<file path="config.mk">
export PLATFORM = sky130hd
export DESIGN_NAME = mips_multicycle
export DESIGN_NICKNAME = d
export VERILOG_FILES = /design/src/rtl/mips_mc_pkg.sv /design/src/rtl/mips_regfile.sv /design/src/rtl/mips_multicycle.sv
export SDC_FILE = /design/constraint.sdc
export NUM_CORES = 1
export LEC_CHECK = 0
export ABC_AREA = 1
export CAP_MARGIN = 10
export CORE_ASPECT_RATIO = 1.2
export CORE_MARGIN = 2
export CORE_UTILIZATION = 43
export CTS_CLUSTER_DIAMETER = 80
export CTS_CLUSTER_SIZE = 24
export DETAILED_ROUTE_END_ITERATION = 7
export PLACE_DENSITY = 0.64
export SLEW_MARGIN = 20
export SYNTH_ARGS = -nofsm -noshare
export SYNTH_HDL_FRONTEND = slang
export SYNTH_SLANG_ARGS = --single-unit
</file>
<file path="constraint.sdc">
create_clock -name clk -period 3 [get_ports clk]
set_input_delay 0.6 -clock clk [delete_from_list [all_inputs] [get_ports clk]]
set_output_delay 0.6 -clock clk [all_outputs]
set_load 0.02 [all_outputs]
</file>
<file path="src/rtl/mips_mc_pkg.sv">
// Shared definitions for the multi-cycle 16-bit-instruction core.
// Covers opcodes, FSM states, flag bit positions and opcode-class helpers.
package mips_mc_pkg;

  localparam int unsigned INSTR_W   = 16;
  localparam int unsigned OP_W      = 5;
  localparam int unsigned REG_IDX_W = 3;
  localparam int unsigned NUM_REGS  = 8;
  localparam int unsigned FLAGS_W   = 3;

  localparam int unsigned FLAG_Z = 0;
  localparam int unsigned FLAG_N = 1;
  localparam int unsigned FLAG_C = 2;

  localparam logic [OP_W-1:0] OP_NOP  = 5'b00000;
  localparam logic [OP_W-1:0] OP_ADD  = 5'b00001;
  localparam logic [OP_W-1:0] OP_SUB  = 5'b00010;
  localparam logic [OP_W-1:0] OP_AND  = 5'b00011;
  localparam logic [OP_W-1:0] OP_OR   = 5'b00100;
  localparam logic [OP_W-1:0] OP_XOR  = 5'b00101;
  localparam logic [OP_W-1:0] OP_SLL  = 5'b00110;
  localparam logic [OP_W-1:0] OP_SRL  = 5'b00111;
  localparam logic [OP_W-1:0] OP_ADDI = 5'b01000;
  localparam logic [OP_W-1:0] OP_LDI  = 5'b01001;
  localparam logic [OP_W-1:0] OP_LW   = 5'b01010;
  localparam logic [OP_W-1:0] OP_SW   = 5'b01011;
  localparam logic [OP_W-1:0] OP_BEQ  = 5'b01100;
  localparam logic [OP_W-1:0] OP_BNE  = 5'b01101;
  localparam logic [OP_W-1:0] OP_JMP  = 5'b01110;
  localparam logic [OP_W-1:0] OP_HALT = 5'b11111;

  typedef enum logic [2:0] {
    S_FETCH,
    S_DECODE,
    S_EXEC,
    S_MEM,
    S_WB,
    S_HALT
  } state_e;

  // Ops whose ALU result is written to rd through WB
  function automatic logic op_is_alu_wb(input logic [OP_W-1:0] op);
    return op inside {OP_ADD, OP_SUB, OP_AND, OP_OR, OP_XOR,
                      OP_SLL, OP_SRL, OP_ADDI, OP_LDI};
  endfunction

  function automatic logic op_sets_flags(input logic [OP_W-1:0] op);
    return op inside {OP_ADD, OP_SUB, OP_AND, OP_OR, OP_XOR,
                      OP_SLL, OP_SRL, OP_ADDI};
  endfunction

endpackage

</file>
<file path="src/rtl/mips_regfile.sv">
// 8-entry register file: two combinational read ports, one synchronous write.
// Entry 0 always reads as zero and ignores writes.
module mips_regfile
  import mips_mc_pkg::*;
#(
  parameter int unsigned DATA_W = 16
) (
  input  logic                 clk,
  input  logic                 reset,
  input  logic [REG_IDX_W-1:0] ra_addr_i,
  output logic [DATA_W-1:0]    ra_data_o,
  input  logic [REG_IDX_W-1:0] rb_addr_i,
  output logic [DATA_W-1:0]    rb_data_o,
  input  logic                 we_i,
  input  logic [REG_IDX_W-1:0] wa_addr_i,
  input  logic [DATA_W-1:0]    wa_data_i
);

  logic [DATA_W-1:0] regs_q [NUM_REGS];

  always_ff @(posedge clk) begin
    if (!reset) begin
      regs_q <= '{default: '0};
    end else if (we_i && (wa_addr_i != '0)) begin
      regs_q[wa_addr_i] <= wa_data_i;
    end
  end

  assign ra_data_o = (ra_addr_i == '0) ? '0 : regs_q[ra_addr_i];
  assign rb_data_o = (rb_addr_i == '0) ? '0 : regs_q[rb_addr_i];

endmodule

</file>
<file path="src/rtl/mips_multicycle.sv">
// Multi-cycle core: one FSM walks FETCH/DECODE/EXEC/MEM/WB over a shared ALU.
// Instruction and data memories are reached through req/ready handshakes.
module mips_multicycle
  import mips_mc_pkg::*;
#(
  parameter int unsigned DATA_W = 16,
  parameter int unsigned ADDR_W = 8
) (
  input  logic               clk,
  input  logic               reset,
  output logic [ADDR_W-1:0]  pc,
  output logic               imem_req,
  input  logic               imem_ready,
  input  logic [INSTR_W-1:0] instr,
  output logic               dmem_req,
  output logic               dmem_we,
  output logic [ADDR_W-1:0]  dmem_addr,
  output logic [DATA_W-1:0]  dmem_wdata,
  input  logic               dmem_ready,
  input  logic [DATA_W-1:0]  dmem_rdata,
  output logic [FLAGS_W-1:0] flags,
  output logic               retire,
  output logic               halted
);

  state_e state_q, state_d;

  logic [ADDR_W-1:0]  pc_q, pc_d;
  logic [INSTR_W-1:0] ir_q;
  logic [DATA_W-1:0]  a_q, b_q, aluout_q, mdr_q;
  logic               carry_q;
  logic [FLAGS_W-1:0] flags_q, flags_new;
  logic               imem_req_q, dmem_req_q, dmem_we_q, retire_q, halted_q;
  logic               imem_req_d, dmem_req_d, dmem_we_d, retire_d, halted_d;
  logic               ld_ir, ld_ab, ld_alu, ld_mdr, rf_we, fl_we;

  // Instruction fields
  logic [OP_W-1:0]      op;
  logic [REG_IDX_W-1:0] rd_idx, rs_idx, rt_idx, rb_idx;
  logic [DATA_W-1:0]    imm5_sx, imm8_zx;
  logic [ADDR_W-1:0]    br_off, jaddr;
  logic [3:0]           shamt;

  assign op      = ir_q[15:11];
  assign rd_idx  = ir_q[10:8];
  assign rs_idx  = ir_q[7:5];
  assign rt_idx  = ir_q[4:2];
  assign imm5_sx = {{(DATA_W-5){ir_q[4]}}, ir_q[4:0]};
  assign imm8_zx = DATA_W'(ir_q[7:0]);
  assign br_off  = {{(ADDR_W-5){ir_q[4]}}, ir_q[4:0]};
  assign jaddr   = ir_q[ADDR_W-1:0];
  assign shamt   = ir_q[3:0];

  logic imem_done, dmem_done;
  assign imem_done = imem_req_q && imem_ready;
  assign dmem_done = dmem_req_q && dmem_ready;

  // Store and compare ops take their second operand from rd
  assign rb_idx = (op == OP_SW || op == OP_BEQ || op == OP_BNE) ? rd_idx : rt_idx;

  logic [DATA_W-1:0] ra_data, rb_data, wb_data;
  assign wb_data = (op == OP_LW) ? mdr_q : aluout_q;

  mips_regfile #(.DATA_W(DATA_W)) u_rf (
    .clk       (clk),
    .reset     (reset),
    .ra_addr_i (rs_idx),
    .ra_data_o (ra_data),
    .rb_addr_i (rb_idx),
    .rb_data_o (rb_data),
    .we_i      (rf_we),
    .wa_addr_i (rd_idx),
    .wa_data_i (wb_data)
  );

  // Shared ALU; alu_c is carry-out for adds, no-borrow for SUB, 0 otherwise
  logic [DATA_W-1:0] alu_y;
  logic              alu_c;
  logic [DATA_W:0]   sum;

  always_comb begin
    alu_y = '0;
    alu_c = 1'b0;
    sum   = '0;
    case (op)
      OP_ADD: begin
        sum   = {1'b0, a_q} + {1'b0, b_q};
        alu_y = sum[DATA_W-1:0];
        alu_c = sum[DATA_W];
      end
      OP_ADDI: begin
        sum   = {1'b0, a_q} + {1'b0, imm5_sx};
        alu_y = sum[DATA_W-1:0];
        alu_c = sum[DATA_W];
      end
      OP_SUB: begin
        alu_y = a_q - b_q;
        alu_c = (a_q >= b_q);
      end
      OP_AND:        alu_y = a_q & b_q;
      OP_OR:         alu_y = a_q | b_q;
      OP_XOR:        alu_y = a_q ^ b_q;
      OP_SLL:        alu_y = a_q << shamt;
      OP_SRL:        alu_y = a_q >> shamt;
      OP_LDI:        alu_y = imm8_zx;
      OP_LW, OP_SW:  alu_y = a_q + imm5_sx;
      default:       alu_y = '0;
    endcase
  end

  logic br_taken;
  assign br_taken = ((op == OP_BEQ) && (a_q == b_q)) ||
                    ((op == OP_BNE) && (a_q != b_q));

  always_comb begin
    flags_new         = '0;
    flags_new[FLAG_Z] = (aluout_q == '0);
    flags_new[FLAG_N] = aluout_q[DATA_W-1];
    flags_new[FLAG_C] = carry_q;
  end

  // FSM state register and registered control outputs
  always_ff @(posedge clk) begin
    if (!reset) begin
      state_q    <= S_FETCH;
      pc_q       <= '0;
      imem_req_q <= 1'b0;
      dmem_req_q <= 1'b0;
      dmem_we_q  <= 1'b0;
      retire_q   <= 1'b0;
      halted_q   <= 1'b0;
    end else begin
      state_q    <= state_d;
      pc_q       <= pc_d;
      imem_req_q <= imem_req_d;
      dmem_req_q <= dmem_req_d;
      dmem_we_q  <= dmem_we_d;
      retire_q   <= retire_d;
      halted_q   <= halted_d;
    end
  end

  // Next-state logic
  always_comb begin
    state_d = state_q;
    case (state_q)
      S_FETCH:  if (imem_done) state_d = S_DECODE;
      S_DECODE: state_d = S_EXEC;
      S_EXEC: begin
        case (op)
          OP_LW, OP_SW:                    state_d = S_MEM;
          OP_HALT:                         state_d = S_HALT;
          OP_NOP, OP_BEQ, OP_BNE, OP_JMP:  state_d = S_FETCH;
          default: state_d = op_is_alu_wb(op) ? S_WB : S_FETCH;
        endcase
      end
      S_MEM:    if (dmem_done) state_d = (op == OP_LW) ? S_WB : S_FETCH;
      S_WB:     state_d = S_FETCH;
      S_HALT:   state_d = S_HALT;
      default:  state_d = S_FETCH;
    endcase
  end

  // Output/control logic; requests are registered so they rise with the state
  always_comb begin
    pc_d   = pc_q;
    ld_ir  = 1'b0;
    ld_ab  = 1'b0;
    ld_alu = 1'b0;
    ld_mdr = 1'b0;
    rf_we  = 1'b0;
    fl_we  = 1'b0;
    case (state_q)
      S_FETCH: begin
        if (imem_done) begin
          ld_ir = 1'b1;
          pc_d  = pc_q + ADDR_W'(1);
        end
      end
      S_DECODE: ld_ab = 1'b1;
      S_EXEC: begin
        ld_alu = 1'b1;
        if (op == OP_JMP)  pc_d = jaddr;
        else if (br_taken) pc_d = pc_q + br_off;
      end
      S_MEM: ld_mdr = dmem_done;
      S_WB: begin
        rf_we = 1'b1;
        fl_we = op_sets_flags(op);
      end
      default: ;
    endcase
    imem_req_d = (state_d == S_FETCH);
    dmem_req_d = (state_d == S_MEM);
    dmem_we_d  = (state_d == S_MEM) && (op == OP_SW);
    halted_d   = (state_d == S_HALT);
    // Every completed instruction returns to FETCH exactly once
    retire_d   = (state_d == S_FETCH) && (state_q != S_FETCH);
  end

  // Datapath registers
  always_ff @(posedge clk) begin
    if (!reset) begin
      ir_q     <= '0;
      a_q      <= '0;
      b_q      <= '0;
      aluout_q <= '0;
      carry_q  <= 1'b0;
      mdr_q    <= '0;
      flags_q  <= '0;
    end else begin
      if (ld_ir) ir_q <= instr;
      if (ld_ab) begin
        a_q <= ra_data;
        b_q <= rb_data;
      end
      if (ld_alu) begin
        aluout_q <= alu_y;
        carry_q  <= alu_c;
      end
      if (ld_mdr) mdr_q <= dmem_rdata;
      if (fl_we)  flags_q <= flags_new;
    end
  end

  assign pc         = pc_q;
  assign imem_req   = imem_req_q;
  assign dmem_req   = dmem_req_q;
  assign dmem_we    = dmem_we_q;
  assign dmem_addr  = ADDR_W'(aluout_q);
  assign dmem_wdata = b_q;
  assign flags      = flags_q;
  assign retire     = retire_q;
  assign halted     = halted_q;

endmodule
</file>
Yosys cells after proc, flatten, opt, wreduce, memory -nomap -nowiden
Index checks and enable logic that the tools add are counted.
Storage, ports and cells
  output and inout bits: 40
  logic and storage cells: 124
  bits of input ports: 36
  flip-flop bits (word level): 228
Operators by class
  bitwise operators: 6
  shifts and indexed selects: 2
  muxes and demuxes: 32
  $lt $le $gt $ge: 5
  reduce and logical (&&, ||, !) cells: 25
  equal/unequal tests: 26
  add/sub/neg operators: 6
Operator list (count)
  $pmux 16 s10: 1
  $bwmux 128: 1
  $mux 16: 8
  $bmux 16 s3: 2
  $demux 16 s3: 1
  $eq 5x4->1 const B: 7
  $add 16x16->17: 2
  $mux 8: 3
  $eq 5x3->1 const B: 4
  $add 16x16->16: 1
  $and 16x16->16: 1
  $eq 16x16->1: 1
  $ge 16x16->1: 1
  $logic_not 16->1: 1
  $ne 16x16->1: 1
  $or 16x16->16: 1
  $pmux 8 s2: 1
  $shl 16x4->16: 1
  $shr 16x4->16: 1
  $sub 16x16->16: 1
  $xor 16x16->16: 1
  $mux 3: 5
  $pmux 3 s5: 1
  $ge 4x4->1 const B: 3
  other kinds (26): 52

Longest topological paths before layout
  depth after elaboration: 9
  gate-level depth with buffers: 17

By module
From an unflattened synthesis, not the netlist that was laid out.
Unflattened totals
  cells, all modules: 2791
  area total of the unflattened synthesis: 16563.4 µm²
Modules (own cells, without submodules)
  mips_multicycle: area an instance 9466.6 µm², times used 1, cells an instance 1609, seq. area each 2001.9 µm²
  mips_regfile: area an instance 7096.8 µm², times used 1, cells an instance 1182, seq. area each 2562.5 µm²

Least setup slack after synthesis
OpenSTA, ideal clock, no wires.
  path kind: register to register
  from: reg b_q[10], in the netlist dmem_wdata[10]
  to: reg pc_q[5], in the netlist pc[5]
  library setup time: 0.117 ns
  data required time: 2.883 ns
  buffers on the path: 2
  period minus slack after synthesis: 2.219 ns
  path slack: 0.781 ns
  cell stages (with the launch flop): 17
  data arrival time: 2.102 ns
  path through: dfxtp_1 inv_1 ha_1 buf_2 nor2_1 nand2_1 nor2_1 nand2_1 nand2_1 nand2_1 o21ai_1 nand2_1 nand2_2 buf_4 nand2_1 a21oi_1 nor2_1
On the way
  word-level cells in the longest chain between the ends: 5
Ends and longest elaborated chain
  start, declared: line mips_multicycle.sv:30  | logic [DATA_W-1:0] a_q, b_q, aluout_q, mdr_q;
  start signal, assigned: line mips_multicycle.sv:215  | b_q <= rb_data;
  $eq 16x16->1 / $ne 16x16->1 (equally long branches): line mips_multicycle.sv:112, mips_multicycle.sv:113
  $logic_and 1x1->1 (on tied branches): line mips_multicycle.sv:112, mips_multicycle.sv:113
  $logic_or 1x1->1 *: line mips_multicycle.sv:112  | assign br_taken = ((op == OP_BEQ) && (a_q == b_q)) ||
  $ne 3x3->1 (no source line) *
  $reduce_and 3->1 (no source line) *
  end signal, assigned: line mips_multicycle.sv:134  | pc_q <= pc_d;
  end, declared: line mips_multicycle.sv:28  | logic [ADDR_W-1:0] pc_q, pc_d;
Mark *: on every way between the ends. The rest lies on a longest branch, timed or not.
A chain may end at the register's enable or synchronous reset.

Final worst setup path
  from: reg a_q[0]
  to: reg carry_q
On the way
  word-level cells in the longest chain between the ends: 2
Ends and longest elaborated chain
  start, declared: line mips_multicycle.sv:30
  start signal, assigned: line mips_multicycle.sv:214  | a_q <= ra_data;
  $add 16x16->17, or another cell as far along: line mips_multicycle.sv:92  | sum = {1'b0, a_q} + {1'b0, imm5_sx};
  $pmux 1 s3 *: line mips_multicycle.sv:85  | case (op)
  end signal, assigned: line mips_multicycle.sv:219  | carry_q <= alu_c;
  end, declared: line mips_multicycle.sv:31  | logic carry_q;
Marks and branches as above.

==> results.json <==
{
  "outcome": "finished, final reports clean",
  "io_pins": 76,
  "synth_fp_nets": 2717,
  "final_nets": 2735,
  "dp_hpwl_um": 45700,
  "via_count": 17200,
  "hold_viol": 0,
  "gp_congestion": 0.975,
  "post_cts.repair.setup_buffers": 0,
  "finalPower_uw": 6860,
  "r2r-start": "a_q[0]$_SDFFE_PN0P_",
  "synth_mux_area_share_pct": 0,
  "clock_skew_ns": 0.0177,
  "htree_levels": 1,
  "syn_avg_cell_area_sq_um": 6.02,
  "required_ns": 3.40,
  "die_area_sq_mm": 0.0380,
  "peakVddDrop_mv": 0.385,
  "initial_core_util_pct": 43.6,
  "intPower_uw": 4470,
  "clockPowerShare_pct": 33.0,
  "cts_hold_buf": 0,
  "p_sw_share_pct": 34.9,
  "multi_input_area_sq_mm": 0.00911,
  "wl_per_cell_um": 19.9,
  "worst_pin_slew_ns": 0.808,
  "cts_resized": 0,
  "p_seq_share_pct": 42.9,
  "period_share_pct": 89.0,
  "cap_violations": 0,
  "die_x_um": 178,
  "cp-end-kind": "flop",
  "rows": 76,
  "synth_top_area_share_pct": 27.1,
  "slew_headroom_pct": 46.1,
  "synth_top_family_by_area": "simple AND/OR/NAND/NOR gates",
  "clk_pin_slew_ns": 0.10,
  "hp-start": "mdr_q[7]$_SDFFE_PN0P_",
  "clockBufferDepth": 3,
  "drc": 0,
  "cts.sink_count": 212,
  "cts_tree": "built",
  "ys_seq_elements": 212,
  "drive_gt1_share_pct": 5.03,
  "cp-start-kind": "flop",
  "fill_cells": 3860,
  "root_buffer": "clkbuf_16",
  "p_leak_uw": 0.00828,
  "core_sq_mm": 0.0359,
  "synthDistinctLibCells": 49,
  "ys_seq_area_share_pct": 27.1,
  "yosysTopAreaCell": "dfxtp_1",
  "synthArstFlopShare_pct": 0,
  "synth-xor-area-share_pct": 0.838,
  "cts_buffers": 15,
  "areaGrowthSynthToFinish_pct": 10.8,
  "antenna_found_initial": 0,
  "hp-class": "flop to flop",
  "slew_viol_final": 0,
  "ys_warn_count": 0,
  "ys.flop_type": "dfxtp_1",
  "grtUsageTotal_pct": 31.9,
  "synth-compound-area-share_pct": 22.7,
  "power_density_mw_per_mm2": 395,
  "routed_via_density": 5.55,
  "syn_area_sq_mm": 0.0157,
  "power_switching_uw": 2400,
  "path_max_fanout": 6,
  "yosysMostFrequentCell": "nand2_1",
  "synth_fa_ha_area_share_pct": 6.42,
  "min_period_ns": 2.67,
  "grt_remaining_overflow": 0,
  "syn_inst": 2603,
  "worstSetupStartpoint": "a_q[0]$_SDFFE_PN0P_",
  "grt_max_degree": 63,
  "seqCellArea_sq_mm": 0.00425,
  "yosys.area_share.simple_pct": 28.2,
  "setup_viol": 0,
  "routed_wl_um": 61600,
  "rsz0062_at_grt": "false",
  "dr.pass1.iters": 5,
  "synth-edff-count": 0,
  "dp_cells": 3072,
  "worstSkewPairLatency_ns": 0.51,
  "grt_pass1_vias": 16000,
  "ant_nets": 0,
  "worstPathArrival_ns": 3.07,
  "grt_pass1_wl_um": 92500,
  "drtIter0Drc": 1603,
  "tns_ns": 0,
  "die_h_um": 213,
  "comb_power_share_pct": 24.1,
  "io_buffers": 75,
  "critical_path_class": "flop to flop",
  "yosys-top-cells-area": "dfxtp_1 27%, nand2_1 14%, inv_1 10%",
  "final_cells": 3095,
  "fmax_mhz": 375,
  "synth_common_cells": "566 x nand2_1, 423 x inv_1, 286 x a21oi_1, 269 x o21ai_0, 231 x nand3_1"
}
routing by layer:
| layer | part of all wire, % | track usage, % | wire (um) | vias to the layer above |
|---|---|---|---|---|
| met5 | 0 | 0 | 0 | - |
| met4 | 6.1 | 18.4 | 3730 | 0 |
| met3 | 5.5 | 3.33 | 3360 | 170 |
| met2 | 48 | 54.8 | 29500 | 637 |
| met1 | 41 | 38.5 | 25000 | 7925 |
| li1 | - | - | - | 8447 |
power groups by stage:
stage	clock [uW]	sequential, uW	combinational, uW
4_1_cts	2310	2940	1630
3_3_place_gp	0	3010	1620
6_report	2270	2940	1650
5_1_grt	2420	2950	1790
2_1_floorplan	0	3020	1020
3_5_place_dp	0	3010	1620
per-stage QoR:
stage          cell area [sq um]  util, %  hold slack (ns)  setup WS (ns)
5_1_grt                    17400     48.3            0.510         0.0546
4_1_cts                    17400     48.3            0.495          0.313
3_5_place_dp               16900     46.9            0.481          0.354
2_1_floorplan              15700        -            0.452          0.781
3_3_place_gp               16900     46.9            0.472          0.338
6_report                   17400     48.3            0.497          0.331
worst paths after layout:
path	to	cells after the start	slack, ns
max	carry_q$_SDFFE_PN0P_	16	0.33
min	mdr_q[7]$_SDFFE_PN0P_	2	0.50
max reg2reg	carry_q$_SDFFE_PN0P_	16	0.33
min reg2reg	mdr_q[7]$_SDFFE_PN0P_	2	0.50
cells in the final DEF, fill, tap and decap left out, drive strengths merged, types with 4 or more instances in the layout:
cell type      synthesis  final
nor4                   6      6
a21oi                286    286
nand3b                 5      5
o21ai                308    308
inv                  435    440
nand4                 19     19
buf                   58     68
nand3                231    231
and2                   6      6
nor2                 177    177
o22ai                 11     11
or2                   11     11
ha                    74     74
dfxtp                212    212
clkbuf                83     16
nand2                573    573
xor2                  14     14
o211ai                38     38
nor3                  17     17
fa                     4      4
a31oi                 15     15
clkdlybuf4s50          0     74
logic make-up (layout without fill, tap and decap cells):
group           after synthesis  after routing
fa+ha+maj                    78             78
simple gates               1047           1047
flops                       212            212
compound gates              673            673
xor+xnor                     15             15
other cells                   0              1
buf+inv                     578            601
layout make-up:
type | count | share of cell area [%]
Antenna cell | 1 | 0.0144
Clock buffer | 16 | 2.24
Clock inverter | 6 | 0.612
Inverter | 437 | 9.46
Multi-Input combinational cell | 1813 | 52.5
Sequential cell | 212 | 24.4
Tap cell | 468 | 3.37
Timing Repair Buffer | 142 | 7.40
sequential cells by signal (all words and copies together), names as in the netlist:
signal and count:
halted 1, u_rf.regs_q 112, retire 1, carry_q 1, ir_q 16, state_q 3
dmem_we 1, mdr_q 16, aluout_q 16, flags 3, dmem_wdata 16, a_q 16
dmem_req 1, imem_req 1, pc 8
worst max-delay path, cell delays in order, from the launching register on:
cell,delay [ns]
dfxtp_1,0.40
inv_1,0.15
ha_1,0.17
inv_1,0.09
fa_1,0.39
nand2_1,0.09
nand2_1,0.10
nand3_1,0.12
nand2_1,0.14
nand2_1,0.14
nand3_1,0.12
nand2_1,0.14
nand3_1,0.13
nand2_1,0.09
nand3_1,0.09
o21ai_0,0.16
inv_1,0.05
Power figures use the tool's default switching activity.
